--- src/rtl/mem_arb_pkg.sv ---
// Shared types and constants for the unified-memory port arbiter.
package mem_arb_pkg;

    localparam int MEM_ARB_LAT_W = 4;

    typedef enum logic [2:0] {
        FETCH  = 3'd0,
        FWAIT  = 3'd1,
        DATA   = 3'd2,
        DWAIT  = 3'd3,
        ENABLE = 3'd4,
        HALT   = 3'd5
    } mem_arb_state_t;

    localparam mem_arb_state_t MEM_ARB_RESET_STATE = FETCH;

endpackage

--- src/rtl/mem_arb_wait_counter.sv ---
// Loadable down-counter that times the memory read latency; done is high while the count is zero.
module mem_arb_wait_counter
    import mem_arb_pkg::*;
(
    input  logic                     clk,
    input  logic                     reset,
    input  logic                     load,
    input  logic [MEM_ARB_LAT_W-1:0] load_value,
    output logic                     done
);

    logic [MEM_ARB_LAT_W-1:0] count_q;
    logic [MEM_ARB_LAT_W-1:0] count_d;

    always_comb begin
        count_d = count_q;
        if (load) begin
            count_d = load_value;
        end else if (count_q != '0) begin
            count_d = count_q - 1'b1;
        end
    end

    always_ff @(posedge clk or negedge reset) begin
        if (!reset) begin
            count_q <= '0;
        end else begin
            count_q <= count_d;
        end
    end

    assign done = (count_q == '0);

endmodule

--- src/rtl/mem_port_arbiter.sv ---
// Sequences instruction fetch and optional data access of a Harvard CPU onto one memory port.
// Optional stall counter enabled by defining MEM_PORT_ARBITER_PERF_EN.
module mem_port_arbiter
    import mem_arb_pkg::*;
#(
    parameter int MEM_LATENCY = 1
) (
    input  logic           clk,
    input  logic           reset,
    input  logic           active,
    input  logic [31:0]    instr_address,
    output logic [31:0]    instr_readdata,
    input  logic [31:0]    data_address,
    input  logic [31:0]    data_writedata,
    input  logic           data_read,
    input  logic           data_write,
    output logic [31:0]    data_readdata,
    output logic           cpu_enable,
    output logic [31:0]    mem_address,
    output logic [31:0]    mem_writedata,
    output logic           mem_read,
    output logic           mem_write,
    input  logic [31:0]    mem_readdata,
    output logic [31:0]    stall_count,
    output mem_arb_state_t dbg_state
);

    localparam logic [MEM_ARB_LAT_W-1:0] LAT_M1 = MEM_ARB_LAT_W'(MEM_LATENCY - 1);

    // Handshake: mem_read/mem_write are one-cycle strobes with no backpressure;
    // read data is taken exactly MEM_LATENCY cycles after the strobe cycle.
    mem_arb_state_t state_q, state_d;
    logic           cpu_enable_q, cpu_enable_d;
    logic           mem_read_q, mem_read_d;
    logic           mem_write_q, mem_write_d;
    logic [31:0]    mem_address_q, mem_address_d;
    logic [31:0]    mem_writedata_q, mem_writedata_d;
    logic [31:0]    instr_rdata_q, instr_rdata_d;
    logic [31:0]    data_rdata_q, data_rdata_d;
    logic           wait_load;
    logic           wait_done;
    logic           to_fetch;
    logic           to_data;

    assign wait_load = ((state_q == FETCH) && mem_read_q) || (state_q == DATA);

    mem_arb_wait_counter u_wait (
        .clk        (clk),
        .reset      (reset),
        .load       (wait_load),
        .load_value (LAT_M1),
        .done       (wait_done)
    );

    // FETCH with no strobe registered is the first cycle out of reset: issue the fetch there.
    always_comb begin
        state_d = state_q;
        case (state_q)
            FETCH: begin
                if (mem_read_q) begin
                    state_d = FWAIT;
                end else if (!active) begin
                    state_d = HALT;
                end
            end
            FWAIT: begin
                if (wait_done) begin
                    state_d = (data_read || data_write) ? DATA : ENABLE;
                end
            end
            DATA:    state_d = mem_write_q ? ENABLE : DWAIT;
            DWAIT: begin
                if (wait_done) begin
                    state_d = ENABLE;
                end
            end
            ENABLE:  state_d = active ? FETCH : HALT;
            HALT:    state_d = HALT;
            default: state_d = MEM_ARB_RESET_STATE;
        endcase
    end

    always_comb begin
        to_fetch        = (state_d == FETCH);
        to_data         = (state_d == DATA);
        mem_read_d      = to_fetch || (to_data && !data_write);
        mem_write_d     = to_data && data_write;
        mem_address_d   = '0;
        mem_writedata_d = '0;
        if (to_fetch) begin
            mem_address_d = instr_address;
        end else if (to_data) begin
            mem_address_d = data_address;
        end
        if (mem_write_d) begin
            mem_writedata_d = data_writedata;
        end
        cpu_enable_d  = (state_d == ENABLE);
        instr_rdata_d = ((state_q == FWAIT) && wait_done) ? mem_readdata : instr_rdata_q;
        data_rdata_d  = ((state_q == DWAIT) && wait_done) ? mem_readdata : data_rdata_q;
    end

    always_ff @(posedge clk or negedge reset) begin
        if (!reset) begin
            state_q         <= MEM_ARB_RESET_STATE;
            cpu_enable_q    <= 1'b0;
            mem_read_q      <= 1'b0;
            mem_write_q     <= 1'b0;
            mem_address_q   <= '0;
            mem_writedata_q <= '0;
            instr_rdata_q   <= '0;
            data_rdata_q    <= '0;
        end else begin
            state_q         <= state_d;
            cpu_enable_q    <= cpu_enable_d;
            mem_read_q      <= mem_read_d;
            mem_write_q     <= mem_write_d;
            mem_address_q   <= mem_address_d;
            mem_writedata_q <= mem_writedata_d;
            instr_rdata_q   <= instr_rdata_d;
            data_rdata_q    <= data_rdata_d;
        end
    end

`ifdef MEM_PORT_ARBITER_PERF_EN
    logic [31:0] stall_q;
    logic        stall_en;

    // The post-reset FETCH cycle before the first strobe is not a stall.
    assign stall_en = !cpu_enable_q && (state_q != HALT) && !((state_q == FETCH) && !mem_read_q);

    always_ff @(posedge clk or negedge reset) begin
        if (!reset) begin
            stall_q <= '0;
        end else if (stall_en) begin
            stall_q <= stall_q + 32'd1;
        end
    end

    assign stall_count = stall_q;
`else
    assign stall_count = '0;
`endif

    assign instr_readdata = instr_rdata_q;
    assign data_readdata  = data_rdata_q;
    assign cpu_enable     = cpu_enable_q;
    assign mem_address    = mem_address_q;
    assign mem_writedata  = mem_writedata_q;
    assign mem_read       = mem_read_q;
    assign mem_write      = mem_write_q;
    assign dbg_state      = state_q;

endmodule

--- config.mk ---
export PLATFORM = sky130hd
export DESIGN_NAME = mem_port_arbiter
export DESIGN_NICKNAME = d
export VERILOG_FILES = /design/src/rtl/mem_arb_pkg.sv /design/src/rtl/mem_arb_wait_counter.sv /design/src/rtl/mem_port_arbiter.sv
export SDC_FILE = /design/constraint.sdc
export NUM_CORES = 1
export LEC_CHECK = 0
export CORE_AREA = 2 2 116 118
export CTS_BUF_LIST = sky130_fd_sc_hd__clkbuf_16
export DETAILED_ROUTE_END_ITERATION = 7
export DIE_AREA = 0 0 118 120
export DONT_BUFFER_PORTS = 1
export SYNTH_ARGS = -nofsm -noshare
export SYNTH_HDL_FRONTEND = slang
export SYNTH_SLANG_ARGS = --single-unit
--- constraint.sdc ---
create_clock -name clk -period 2.8 [get_ports clk]
set_input_delay 0.56 -clock clk [delete_from_list [all_inputs] [get_ports clk]]
set_output_delay 0.56 -clock clk [all_outputs]
set_load 0.01 [all_outputs]
==> flow_metrics.tcl, run 1 <==
set metrics [dict create \
    dieArea_sq_um 14200 \
    synthesis.area_sq_um 5390 \
    groute.usage.overall_pct 15.9 \
    crit_slowest_cell "or3b_1" \
    antenna_found_initial 0 \
    cts_buffer_depth 2 \
    synthArstFlopShare_pct 100 \
    core_area_sq_um 13000 \
    r2r-start "u_wait.count_q[0]" \
    drt-vias-per-instance 5.21 \
    path_clk_slew_ns 0.05 \
    worstPathArrival_ns 2.83 \
    antenna_cells 0 \
    die_h_um 120 \
    ys_seq_area_share_pct 64.1 \
    dr.pass1.iters 4 \
    routed_wire_length_per_instance_um 19.9 \
    dp_hpwl_um 7710 \
    ys_warn_count 0 \
    max-slew-margin-rel_pct 65.4 \
    synth_top_area_cell "dfrtp_1" \
    hold_slack_ns -0.152 \
    path_cells "inv_1 > ha_1 > or3b_1 > a221o_1 > a211oi_4 > buf_4 > a32o_1" \
    p_leak_nw 2.72 \
    period_needed_ns 2.50 \
    critPathTopFamily "compound AO/OA/AOI/OAI gates" \
    root_buffer "clkbuf_16" \
    route.detailed.drc 0 \
    finalClockSkew_ns 0.00552 \
    finalSetupTns_ns 0 \
    hold_violations 138 \
    nNetsFinal 508 \
    initial_utilization_pct 41.5 \
    reg2regPathDepth 7 \
    syn2layout_area_growth_pct 11.8 \
    synth_area_leaders "dfrtp_1, mux2_2, a32o_1" \
    vias 2926 \
    ios 299 \
    vdd_drop_max_mv 0.495 \
    drv_cap 0 \
    wirelength_um 11200 \
    cp_num_buf_inv 2 \
    power_mw 7.45 \
    grt_pass1_wl_um 17000 \
    cts_tree "yes" \
    slew_viol_final 0 \
    grt_max_degree 139 \
    critPathCaptureType "flop" \
    row_count 42 \
    synth_top_area_share_pct 64.1 \
    hp-class "in2async" \
    min_period_over_period_pct 89.2 \
    cts_inserted_buffers 17 \
    r2r_slack_ns 0.30 \
    rsz0062_at_grt "no" \
    synth_cell_types 37 \
    fin_util_pct 46.4 \
    grt_pass1_vias 3073 \
    drt.antenna.violating_nets 0 \
    fmax_mhz 400 \
    worstReg2RegEnd "mem_address[1]" \
    worstSetupPathType "reg2reg" \
    synth_edf_count 0 \
    cp_max_fo 33 \
    clock-sinks 138 \
    drive_gt1_share_pct 25.6 \
    fill_cells 1167 \
    clk_latency_ns 0.40 \
    synthCells 372 \
    worst_pin_slew_ns 0.515 \
    violations "negative hold slack" \
    setup_viol_count_final 0 \
    portBuffers 0 \
    htree_levels 4 \
    place_congestion 0.752 \
    first_iter_violations 117 \
    required_ns 3.13 \
    ys_ff_latch 138 \
    grt_overflow 0 \
    outcome "complete, but fails checks" \
    slowest_delay_ns 0.49 \
    avgSynthCellArea_sq_um 14.5 \
    die_w_um 118 \
    power_density_nw_per_um2 1240 \
    synth_ff_type "dfrtp_1" \
    critPathLaunchType "flop" \
]
## cell usage in the layout, fill, tap and decap left out, types with 4 or more instances in the layout
cell       count
mux2_2        64
clkinv_1       5
and2_1        34
nor2_1         6
inv_1         11
dfrtp_1      138
clkbuf_16     17
buf_4          5
nand2b_1       4
conb_1        32
a32o_1        32
## synthesized netlist by cell type, types with 2 or more instances
cell,n
a32o_1,32
and2_1,34
buf_2,8
buf_4,32
buf_6,3
clkbuf_1,12
dfrtp_1,138
inv_1,8
mux2_2,64
nand2b_1,4
nor2_1,6
nor3_1,4
nor3b_1,2
xnor2_1,2
## cells by family after synthesis
group	synth area share (%)
DFF	64.1
adders and majority gates	0.232
buffers and inverters	7.22
other	0.0696
xor gates and xnor gates	0.325
AOI/OAI and AO/OA	8.03
and+or+nand+nor	6.50
muxes	13.6
## worst max path at each step
| stage | cells after the start | end | start |
|---|---|---|---|
| after detailed placement | 7 | mem_address[17] | u_wait.count_q[0] |
| final | 7 | mem_address[1] | u_wait.count_q[0] |
| after global placement | 7 | mem_address[23] | u_wait.count_q[0] |
| after CTS | 7 | mem_address[1] | u_wait.count_q[0] |
| after global routing | 7 | mem_address[5] | u_wait.count_q[0] |
| after floorplan | 8 | mem_address[22] | u_wait.count_q[0] |
## worst reg2reg max path, cell delays in order (launching register included)
cell      delay, ns
dfrtp_1        0.37
inv_1          0.10
ha_1           0.20
or3b_1         0.49
a221o_1        0.43
a211oi_4       0.23
buf_4          0.36
a32o_1         0.25
## metal layers
layer / GRT usage, % / wire, um
met1: 17.6 / 4050
met5: 0 / 0
met3: 9.22 / 1390
met4: 6.02 / 102
met2: 25.4 / 5640
## state kept, by name, summed over array words and instances (netlist names)
name and flops:
mem_address 32, data_readdata 32, cpu_enable 1, instr_readdata 32, u_wait.count_q 4, mem_writedata 32, mem_write 1, dbg_state 3
mem_read 1
## where the power goes
part | total (mW) | internal (mW) | switching, mW
sequential | 3.61 | 2.74 | 0.869
combinational | 1.71 | 0.917 | 0.793
clock | 2.13 | 1.36 | 0.763
total | 7.45 | 5.02 | 2.43
## through the flow
step | area [sq um] | setup slack (ns) | std cells | hold WS, ns
floorplan | 5510 | 0.578 | 403 | 0.264
global placement | 5460 | 0.404 | 531 | 0.267
detailed placement | 5460 | 0.310 | 531 | 0.267
CTS | 6030 | 0.294 | 562 | -0.180
global route | 6030 | 0.179 | 562 | -0.182
finish | 6030 | 0.302 | 562 | -0.152
## timing repair
action,in CTS,in global routing
hold endpoints to repair,138,138
resized for setup,0,0
buffers inserted,0,0
## final cells by class
| cell class | instances | area (sq um) | area share [%] |
|---|---|---|---|
| sequential | 138 | 3450 | 57.3 |
| multi-input combinational | 202 | 1680 | 27.9 |
| clock buffer | 17 | 425 | 7.06 |
| tap | 176 | 220 | 3.65 |
| clock inverter | 14 | 140 | 2.32 |
| timing repair buffer | 7 | 77.6 | 1.29 |
| inverter | 8 | 30.0 | 0.498 |
(Power assumes the default switching activity.)
==> run 2, diff against run 1 <==
--- a/config.mk
+++ b/config.mk
@@ -10,6 +10,8 @@
 export DETAILED_ROUTE_END_ITERATION = 7
 export DIE_AREA = 0 0 118 120
 export DONT_BUFFER_PORTS = 1
+export GPL_ROUTABILITY_DRIVEN = 0
+export PLACE_DENSITY = 0.64
 export SYNTH_ARGS = -nofsm -noshare
 export SYNTH_HDL_FRONTEND = slang
 export SYNTH_SLANG_ARGS = --single-unit
==> flow_metrics.tcl, run 2 (synthesized netlist as in run 1, its figures left out) <==
set metrics [dict create \
    finalClockSkew_ns 0.00493 \
    fill_cells 1200 \
    initial_utilization_pct 41.5 \
    max-slew-margin-rel_pct 65.5 \
    core_area_sq_um 13000 \
    groute.usage.overall_pct 15.5 \
    clk_latency_ns 0.40 \
    finalSetupTns_ns 0 \
    slew_viol_final 0 \
    clock-sinks 138 \
    pwr-share-comb_pct 23.8 \
    post_cts_resized 0 \
    clkPwrFrac_pct 25.9 \
    worstSetupPathType "reg2reg" \
    cts_tree "yes" \
    path_cells "inv_1 > ha_1 > or3b_1 > a221o_1 > a211oi_4 > buf_4 > a32o_1" \
    nNetsFinal 508 \
    drv_cap 0 \
    multi_input_area_sq_um 1680 \
    antenna_found_initial 0 \
    r2r_slack_ns 0.31 \
    row_count 42 \
    netSwitchingFraction_pct 33.9 \
    outcome "complete, but fails checks" \
    fmax_mhz 401 \
    wirelength_um 11000 \
    rsz0062_at_grt "no" \
    htree_levels 4 \
    drive_gt1_share_pct 25.8 \
    cp_max_fo 33 \
    hp-class "in2async" \
    root_buffer "clkbuf_16" \
    cp_num_buf_inv 2 \
    grt_pass1_vias 3079 \
    fin_util_pct 45.9 \
    syn2layout_area_growth_pct 10.6 \
    crit_slowest_cell "or3b_1" \
    route.detailed.drc 0 \
    switchingPower_mw 2.43 \
    routed_wire_length_per_instance_um 19.5 \
    power_frac_seq_pct 50.2 \
    violations "negative hold slack" \
    vdd_drop_max_mv 0.518 \
    design_area_sq_um 5960 \
    dp_hpwl_um 7640 \
    grt_overflow 0 \
    dr.pass1.iters 4 \
    cts_inserted_buffers 17 \
    regArea_sq_um 3450 \
    grt_max_degree 139 \
    required_ns 3.13 \
    hold_violations 138 \
    p_int_mw 4.75 \
    die_h_um 120 \
    worstPathArrival_ns 2.83 \
    hold_slack_ns -0.153 \
    min_period_over_period_pct 89.1 \
    ios 299 \
    worst_pin_slew_ns 0.513 \
    r2r-start "u_wait.count_q[0]" \
    cts_buffer_depth 2 \
    drt-vias-per-instance 5.18 \
    grt_pass1_wl_um 16600 \
    drt.antenna.violating_nets 0 \
    cts_post_setup_buffers_inserted 0 \
    critPathLaunchType "flop" \
    antenna_cells 0 \
    placed_cell_area_sq_um 5460 \
    dieArea_sq_um 14200 \
    die_w_um 118 \
    p_leak_nw 2.70 \
    power_density_nw_per_um2 1210 \
    startpoint "u_wait.count_q[0]" \
    period_needed_ns 2.49 \
    layout_common_cells "dfrtp_1, mux2_2, and2_1" \
    final_common_cell "dfrtp_1" \
    first_iter_violations 176 \
    setup_viol_count_final 0 \
    vias 2919 \
    critPathCaptureType "flop" \
    slowest_delay_ns 0.50 \
    critPathTopFamily "compound AO/OA/AOI/OAI gates" \
    path_clk_slew_ns 0.05 \
    portBuffers 0 \
]
[run 2: cell count changes in the layout (fill, tap and decap cells not counted)]
cell and delta:
clkinv_4 +1, clkinvlp_4 -1, inv_1 +1, bufinv_16 -3, clkinv_1 -1, clkinv_2 +4
[run 2: final cells by class]
cell class                      count  area share (%)
Sequential cell                   138            57.9
Clock buffer                       17            7.14
Clock inverter                     15            1.20
Tap cell                          176            3.70
Timing Repair Buffer                7            1.30
Multi-Input combinational cell    202            28.2
Inverter                            8           0.504
[run 2: metrics by stage]
step / setup slack (ns) / std cells / hold slack (ns) / total power, mW
6_report: 0.305 / 563 / -0.153 / 7.18
5_1_grt: 0.162 / 563 / -0.183 / 7.58
4_1_cts: 0.304 / 563 / -0.179 / 7.28
3_5_place_dp: 0.320 / 531 / 0.267 / 5.39
3_3_place_gp: 0.409 / 531 / 0.267 / 5.27
2_1_floorplan: 0.578 / 403 / 0.264 / 4.99
[run 2: final timing paths]
check	to	cells past startpoint
max in group asynchronous	mem_address[11]	0
min reg2reg	data_readdata[5]	1
min	instr_readdata[15]	0
max reg2reg	mem_address[5]	7
min in group clk	mem_writedata[12]	1
max	mem_address[5]	7
[run 2: power groups by stage]
stage,clock network (mW),logic (mW),registers [mW]
2_1_floorplan,0,1.56,3.43
3_3_place_gp,0,1.64,3.64
3_5_place_dp,0,1.73,3.65
4_1_cts,1.92,1.73,3.63
5_1_grt,2.01,1.88,3.69
6_report,1.86,1.71,3.61
[run 2: routing by layer]
layer	part of all wire (%)	GRT usage [%]
met3	11	7.22
met4	1.7	8.28
met2	51	24.7
met5	0	0
met1	36	17.4
[run 2: worst register-to-register path: cells and delay by family, from the launching register on]
family | cells | cell delay [ns]
fa+ha+maj | 1 | 0.20
buf+inv | 2 | 0.45
flops | 1 | 0.37
simple gates | 1 | 0.50
compound gates | 3 | 0.91
==> run 3, diff against run 2 <==
--- a/config.mk
+++ b/config.mk
@@ -5,13 +5,12 @@
 export SDC_FILE = /design/constraint.sdc
 export NUM_CORES = 1
 export LEC_CHECK = 0
-export CORE_AREA = 2 2 116 118
+export CORE_UTILIZATION = 28
 export CTS_BUF_LIST = sky130_fd_sc_hd__clkbuf_16
 export DETAILED_ROUTE_END_ITERATION = 7
-export DIE_AREA = 0 0 118 120
 export DONT_BUFFER_PORTS = 1
 export GPL_ROUTABILITY_DRIVEN = 0
-export PLACE_DENSITY = 0.64
+export PLACE_DENSITY = 0.49
 export SYNTH_ARGS = -nofsm -noshare
 export SYNTH_HDL_FRONTEND = slang
 export SYNTH_SLANG_ARGS = --single-unit
==> flow_metrics.tcl, run 3 (synthesized netlist as in run 1, its figures left out) <==
set metrics [dict create \
    outcome "complete, but fails checks" \
    violations "negative hold slack" \
    cts_post_setup_buffers_inserted 0 \
    min_period_over_period_pct 85.4 \
    wirelength_um 11700 \
    drive_gt1_share_pct 26.4 \
    rsz0062_at_grt "no" \
    fmax_mhz 418 \
    die_w_um 141 \
    grt_pass1_wl_um 17100 \
    hp-class "in2async" \
    r2r_slack_ns 0.41 \
    p_leak_nw 2.71 \
    routed_wire_length_per_instance_um 18.9 \
    period_needed_ns 2.39 \
    groute.usage.overall_pct 11.6 \
    drt-vias-per-instance 4.75 \
    cts_inserted_buffers 17 \
    finalSetupTns_ns 0 \
    fin_util_pct 32.4 \
    nNetsFinal 509 \
    multi_input_area_sq_um 1680 \
    cp_max_fo 33 \
    required_ns 3.14 \
    dr.pass1.iters 4 \
    layout_common_cells "dfrtp_1, mux2_2, and2_1" \
    dp_cells 590 \
    pwr-share-comb_pct 24.3 \
    setup_viol_count_final 0 \
    vdd_drop_max_mv 0.429 \
    cts_buffer_depth 2 \
    cts_tree "yes" \
    crit_slowest_cell "or3b_1" \
    htree_levels 4 \
    worst_pin_slew_ns 0.565 \
    p_int_mw 4.89 \
    dp_hpwl_um 8080 \
    grt_pass1_vias 3178 \
    netSwitchingFraction_pct 33.6 \
    initial_utilization_pct 28.7 \
    power_frac_seq_pct 48.9 \
    hold_violations 138 \
    drt.antenna.violating_nets 0 \
    r2r-start "u_wait.count_q[0]" \
    worstPathArrival_ns 2.73 \
    first_iter_violations 135 \
    grt_overflow 0 \
    clk_latency_ns 0.41 \
    power_density_nw_per_um2 1210 \
    finalNonFillerCells 620 \
    root_buffer "clkbuf_16" \
    grt_max_degree 139 \
    critPathLaunchType "flop" \
    row_count 50 \
    ios 299 \
    path_cells "inv_1 > ha_1 > or3b_1 > a221o_1 > a211oi_4 > buf_12 > a32o_1" \
    critPathCaptureType "flop" \
    portBuffers 0 \
    finalClockSkew_ns 0.0101 \
    worstReg2RegEnd "mem_address[5]" \
    slew_viol_final 0 \
    antenna_found_initial 0 \
    max-slew-margin-rel_pct 62.3 \
    regArea_sq_um 3450 \
    vias 2945 \
    clkPwrFrac_pct 26.8 \
    reg2regPathDepth 7 \
    slowest_delay_ns 0.50 \
    drv_cap 0 \
    switchingPower_mw 2.48 \
    final_common_cell "dfrtp_1" \
    path_clk_slew_ns 0.06 \
    antenna_cells 0 \
    syn2layout_area_growth_pct 12.7 \
    die_h_um 141 \
    dieArea_sq_um 19800 \
    route.detailed.drc 0 \
    core_area_sq_um 18800 \
    hold_slack_ns -0.152 \
    worstSetupPathType "reg2reg" \
    clock-sinks 138 \
    fill_cells 1832 \
]
-- run 3: cell count changes in the layout (fill, tap and decap cells not counted) --
| cell | delta |
|---|---|
| buf_12 | +1 |
| bufinv_16 | +1 |
| clkinv_1 | -2 |
| clkinv_2 | -1 |
| clkinv_4 | -1 |
| clkinvlp_4 | +2 |
| inv_1 | -1 |
-- run 3: how the worst max path moves through the flow --
| stage | startpoint | end | slack [ns] |
|---|---|---|---|
| floorplan | u_wait.count_q[0] | mem_address[22] | 0.58 |
| global placement | u_wait.count_q[0] | mem_address[13] | 0.51 |
| CTS | u_wait.count_q[0] | mem_address[7] | 0.41 |
| detailed placement | u_wait.count_q[0] | mem_address[30] | 0.42 |
| global route | u_wait.count_q[0] | mem_address[3] | 0.30 |
| finish | u_wait.count_q[0] | mem_address[5] | 0.41 |
-- run 3: cell type report --
cell class	instances	share of cell area [%]
tap	234	4.82
timing repair buffer	8	1.61
sequential	138	56.9
clock inverter	13	1.50
inverter	8	0.495
multi-input combinational	202	27.7
clock buffer	17	7.01
-- run 3: power by group through the flow --
stage | combinational [mW] | sequential (mW) | clock, mW
after CTS | 1.81 | 3.62 | 2.05
after global routing | 1.96 | 3.71 | 2.14
final | 1.79 | 3.60 | 1.98
after floorplan | 1.56 | 3.43 | 0
after global placement | 1.72 | 3.66 | 0
after detailed placement | 1.82 | 3.65 | 0
-- run 3: per-stage QoR --
step	setup WS, ns	cell area (sq um)	power, mW
floorplan	0.578	5510	4.99
global placement	0.512	5560	5.38
detailed placement	0.423	5560	5.47
CTS	0.412	6070	7.48
global route	0.302	6070	7.81
finish	0.408	6070	7.37
-- run 3: routing by layer --
metal	share of wire [%]	vias to the layer above	track usage [%]
met3	11	14	6.11
met5	0	-	0
li1	-	1246	-
met1	35	1495	10.9
met4	1.7	0	6.18
met2	52	190	20.5
-- run 3: worst max-delay path, delay by kind of cell (launching register included) --
family	cells	cell delay, ns
AO/OA/AOI/OAI	3	0.92
AND/OR/NAND/NOR	1	0.50
adder cells (fa/ha/maj)	1	0.19
flip-flops	1	0.38
buffers and inverters	2	0.32
-- run 3: repair_timing --
| item | in CTS | in global routing |
|---|---|---|
| endpoints found under the setup margin | 0 | 0 |
| gates resized for setup | 0 | 0 |
| endpoints found under the hold margin | 138 | 138 |
